### src/rtl/barrel_shifter_pkg.sv
// Shared definitions for the barrel shifter: operating-mode encodings.
package barrel_shifter_pkg;

   localparam logic [1:0] MODE_LOGICAL  = 2'b00;
   localparam logic [1:0] MODE_ARITH    = 2'b01;
   localparam logic [1:0] MODE_ROTATE   = 2'b10;
   localparam logic [1:0] MODE_RESERVED = 2'b11;

endpackage

### src/rtl/barrel_shifter_stage.sv
// One stage of the logarithmic shift network: conditionally moves data by
// STAGE_SHIFT positions, filling vacated bits with the fill bit or the rotated-out bits.
module barrel_shifter_stage
   import barrel_shifter_pkg::*;
#(
   parameter int WIDTH       = 8,
   parameter int STAGE_SHIFT = 1
) (
   input  logic [WIDTH-1:0] data,
   input  logic             enable,
   input  logic             dir,
   input  logic             fill,
   input  logic             rotate,
   output logic [WIDTH-1:0] result
);

   logic [STAGE_SHIFT-1:0] left_in;
   logic [STAGE_SHIFT-1:0] right_in;

   always_comb begin
      left_in  = rotate ? data[WIDTH-1 -: STAGE_SHIFT] : {STAGE_SHIFT{fill}};
      right_in = rotate ? data[STAGE_SHIFT-1:0]        : {STAGE_SHIFT{fill}};
      if (!enable) begin
         result = data;
      end else if (dir) begin
         result = {right_in, data[WIDTH-1:STAGE_SHIFT]};
      end else begin
         result = {data[WIDTH-1-STAGE_SHIFT:0], left_in};
      end
   end

endmodule

### src/rtl/barrel_shifter.sv
// Registered barrel shifter: logical/arithmetic shift and rotate, either
// direction, one-cycle latency, a new operation every cycle.
module barrel_shifter
   import barrel_shifter_pkg::*;
#(
   parameter  int WIDTH   = 8,
   localparam int SHIFT_W = $clog2(WIDTH)
) (
   input  logic               clk,
   input  logic               rst_n,
   input  logic               in_valid,
   input  logic [WIDTH-1:0]   data_in,
   input  logic [SHIFT_W-1:0] shift,
   input  logic               dir,
   input  logic [1:0]         mode,
   output logic [WIDTH-1:0]   data_out,
   output logic               out_valid
);

   logic [WIDTH-1:0] stage_data [SHIFT_W+1];
   logic             fill;
   logic             rotate;

   // Sign fill only for arithmetic right; arithmetic left behaves as logical.
   always_comb begin
      rotate = (mode == MODE_ROTATE);
      fill   = (mode == MODE_ARITH) && dir && data_in[WIDTH-1];
   end

   assign stage_data[0] = data_in;

   for (genvar k = 0; k < SHIFT_W; k++) begin : g_stage
      barrel_shifter_stage #(
         .WIDTH       (WIDTH),
         .STAGE_SHIFT (2 ** k)
      ) u_stage (
         .data   (stage_data[k]),
         .enable (shift[k]),
         .dir    (dir),
         .fill   (fill),
         .rotate (rotate),
         .result (stage_data[k+1])
      );
   end

   always_ff @(posedge clk or negedge rst_n) begin
      if (!rst_n) begin
         data_out  <= '0;
         out_valid <= 1'b0;
      end else begin
         out_valid <= in_valid;
         if (in_valid) begin
            data_out <= stage_data[SHIFT_W];
         end
      end
   end

endmodule

### config.mk
export PLATFORM = sky130hd
export DESIGN_NAME = barrel_shifter
export DESIGN_NICKNAME = d
export VERILOG_FILES = /design/src/rtl/barrel_shifter_pkg.sv /design/src/rtl/barrel_shifter_stage.sv /design/src/rtl/barrel_shifter.sv
export SDC_FILE = /design/constraint.sdc
export NUM_CORES = 1
export LEC_CHECK = 0
export CAP_MARGIN = 20
export CORE_ASPECT_RATIO = 0.7
export CORE_MARGIN = 2
export CORE_UTILIZATION = 46
export CTS_BUF_LIST = sky130_fd_sc_hd__clkbuf_4 sky130_fd_sc_hd__clkbuf_8
export DETAILED_ROUTE_END_ITERATION = 10
export PLACE_DENSITY = 0.79
export SETUP_SLACK_MARGIN = 0.15
export SKIP_LAST_GASP = 1
export SYNTH_ARGS = -nofsm -noshare
export SYNTH_HDL_FRONTEND = slang
export SYNTH_SLANG_ARGS = --single-unit
### constraint.sdc
create_clock -name clk -period 1 [get_ports clk]
set_clock_uncertainty 0.2 [all_clocks]
set_input_delay 0.2 -clock clk [delete_from_list [all_inputs] [get_ports clk]]
set_output_delay 0.2 -clock clk [all_outputs]
set_load 0.005 [all_outputs]
==> results.sh <==
export IMPL_status="finished, violations left"
export IMPL_violations="setup timing"
export IMPL_hpwl_um=2620
export IMPL_die_h_um=43.5
export IMPL_io_pin_count=26
export IMPL_crit_chain="buf_8 -> buf_6 -> buf_6 -> buf_4 -> nor3_1 -> a21oi_1 -> nand3_1 -> o221ai_2"
export IMPL_synthCells=128
export IMPL_synth_edf_count=0
export IMPL_antennaDiodeCount=0
export IMPL_die_area_um2=2630
export IMPL_netlist_area_um2=1020
export IMPL_cpMostUsedCell="buf_6"
export IMPL_cp_top_family="buffers and inverters"
export IMPL_final_cell_mix="buf_4 (39), buf_6 (17), buf_2 (15), nor2_1 (10), dfrtp_1 (9)"
export IMPL_place_gp_congestion=0.903
export IMPL_grt_pass1_wl_um=7250
export IMPL_final_net_count=224
export IMPL_drive_gt1_frac=0.607
export IMPL_grt_max_degree=12
export IMPL_wl_um=5530
export IMPL_final_common_cell="buf_4"
export IMPL_async_reset_ff_frac=1.00
export IMPL_dr_pass1_iters=8
export IMPL_synth_flop_cell="dfrtp_1"
export IMPL_routedWlPerCell_um=23.2
export IMPL_tightest_slew_ns=0.375
export IMPL_fin_total_pwr_mw=1.70
export IMPL_p_leak_nw=0.901
export IMPL_rsz0062_at_grt="yes"
export IMPL_root_buffer="clkbuf_4"
export IMPL_path_clk_slew_ns=0.07
export IMPL_areaGrowthSynthToFinish_pct=88.4
export IMPL_worst_slack_ns=-0.496
export IMPL_crit_path_start_kind="primary input"
export IMPL_grt_pass1_vias=1391
export IMPL_die_width_um=60.4
export IMPL_cpMaxStageDelayCell="nor3_1"
export IMPL_cts_hold_buffers_added=0
export IMPL_slew_violations=0
export IMPL_cp_end_kind="register"
export IMPL_drc=0
export IMPL_yosys_warnings=0
export IMPL_crit_path_max_fanout=5
export IMPL_port_buffers=25
export IMPL_fmax_mhz=668
export IMPL_hold_path_class="primary input to asynchronous set/reset pin"
export IMPL_cts_tree="yes"
export IMPL_drtAntennaViolNets=0
export IMPL_num_vias=1600
export IMPL_rows=14
export IMPL_finalCritPeriodShare=1.50
export IMPL_clockBufferDepth=2
export IMPL_vias_per_cell=6.72
export IMPL_slew_headroom=0.749
export IMPL_slowest_delay_ns=0.31
export IMPL_critPathKind="primary input to register"
export IMPL_overflow=0
export IMPL_synth_nets=145
export IMPL_numCtsBuffers=3
export IMPL_synth_avg_cell_area_um2=8.01
export IMPL_design_core_area_um2=2120
export IMPL_htreeDepth=1
export IMPL_cp_num_buf_inv=4
export IMPL_critPathArrivalTime_ns=1.44
export IMPL_seq_area_frac_synth=0.220
export IMPL_hold_slack_ns=0.0252
export IMPL_cts_sinks=9
export IMPL_start_util=0.483
export IMPL_cp_required_ns=0.95
export IMPL_setup_viol=17
export IMPL_antenna_found_initial=0
export IMPL_cap_violations=0
export IMPL_hold_viol_final=0
export IMPL_clk_latency_ns=0.28
export IMPL_ys_types=46
export IMPL_first_iter_violations=231
export IMPL_peakVddDrop_v=0.000764
export IMPL_post_route_min_period_ns=1.50
export IMPL_reg2reg_slack_ns=-0.19
export IMPL_power_density_nw_per_um2=879
export IMPL_grt_use_total=0.388
export IMPL_synth_seq_cells=9
## registers in the layout, indices dropped and copies added (netlist names)
| signal | cells |
|---|---|
| data_out | 8 |
| out_valid | 1 |
## layer usage
metal / vias up / GRT usage / wire length [um]
met5: - / 0 / 0
li1: 638 / - / -
met1: 710 / 0.503 / 1990
met3: 72 / 0.0866 / 729
met2: 180 / 0.604 / 2350
met4: 0 / 0.204 / 447
## area by class of cell
cell class	instances	area, um2
Multi-Input combinational cell	104	882
Timing Repair Buffer	84	734
Sequential cell	9	225
Fill cell	73	189
Tap cell	32	40.0
Clock buffer	4	30.0
Inverter	5	18.8
## repair_timing
| action | 4_1_cts | 5_1_grt |
|---|---|---|
| setup buffers | 17 | 5 |
| pin swaps | 20 | 17 |
| gates resized for setup | 135 | 25 |
| endpoints found under the setup margin | 18 | 17 |
| cloned | 3 | 0 |
| endpoints found under the hold margin | 0 | 0 |
## stage by stage
| step | setup slack [ns] | util | setup TNS (ns) | instances | area, um2 |
|---|---|---|---|---|---|
| final | -0.496 | 0.911 | -4.96 | 238 | 1930 |
| after detailed placement | -1.22 | 0.709 | -11.62 | 209 | 1500 |
| after global placement | -1.25 | 0.709 | -11.41 | 209 | 1500 |
| after CTS | -0.396 | 0.862 | -4.21 | 233 | 1830 |
| after global routing | -0.613 | 0.911 | -5.47 | 238 | 1930 |
| after floorplan | -0.446 | - | -3.00 | 128 | 1040 |
## worst paths after layout
kind                                          from                      end  depth (start not counted)
min in group clk                               dir  data_out[2]$_DFFE_PN0P_                          4
max in group asynchronous                    rst_n  data_out[7]$_DFFE_PN0P_                          2
setup reg to reg           data_out[6]$_DFFE_PN0P_  data_out[6]$_DFFE_PN0P_                          4
hold reg to reg            data_out[0]$_DFFE_PN0P_  data_out[0]$_DFFE_PN0P_                          2
hold / removal                               rst_n  data_out[0]$_DFFE_PN0P_                          2
setup / recovery                          shift[0]  data_out[2]$_DFFE_PN0P_                          8
## where the power goes
part	internal, mW	switching (mW)
logic	0.465	0.457
registers	0.412	0.0249
clock network	0.182	0.156
## cells by family after synthesis
family	count (synthesis)	synth area share
buffers and inverters	15	0.110
and+or+nand+nor	55	0.280
DFF	9	0.220
AOI/OAI and AO/OA	45	0.350
muxes	4	0.0403
## cell usage after synthesis (all sizes together), types with 2 or more instances
library cell	n	area, um2
o21ai	7	35.0
dfrtp	9	225
nor3	2	10.0
a311oi	2	23.8
nor2	12	45.0
o211ai	2	15.0
a21oi	9	45.0
nand2	11	41.3
buf	9	90.1
mux2i	3	30.0
and2	2	15.0
nor2b	5	33.8
nand2b	8	50.1
a31oi	3	18.8
and2b	2	15.0
a211oi	2	20.0
a21boi	2	15.0
inv	5	18.8
o221ai	3	32.5
o2111ai	2	23.8
nand3	8	40.0
a311o	4	40.0
a221oi	2	30.0
(Power assumes the default switching activity.)
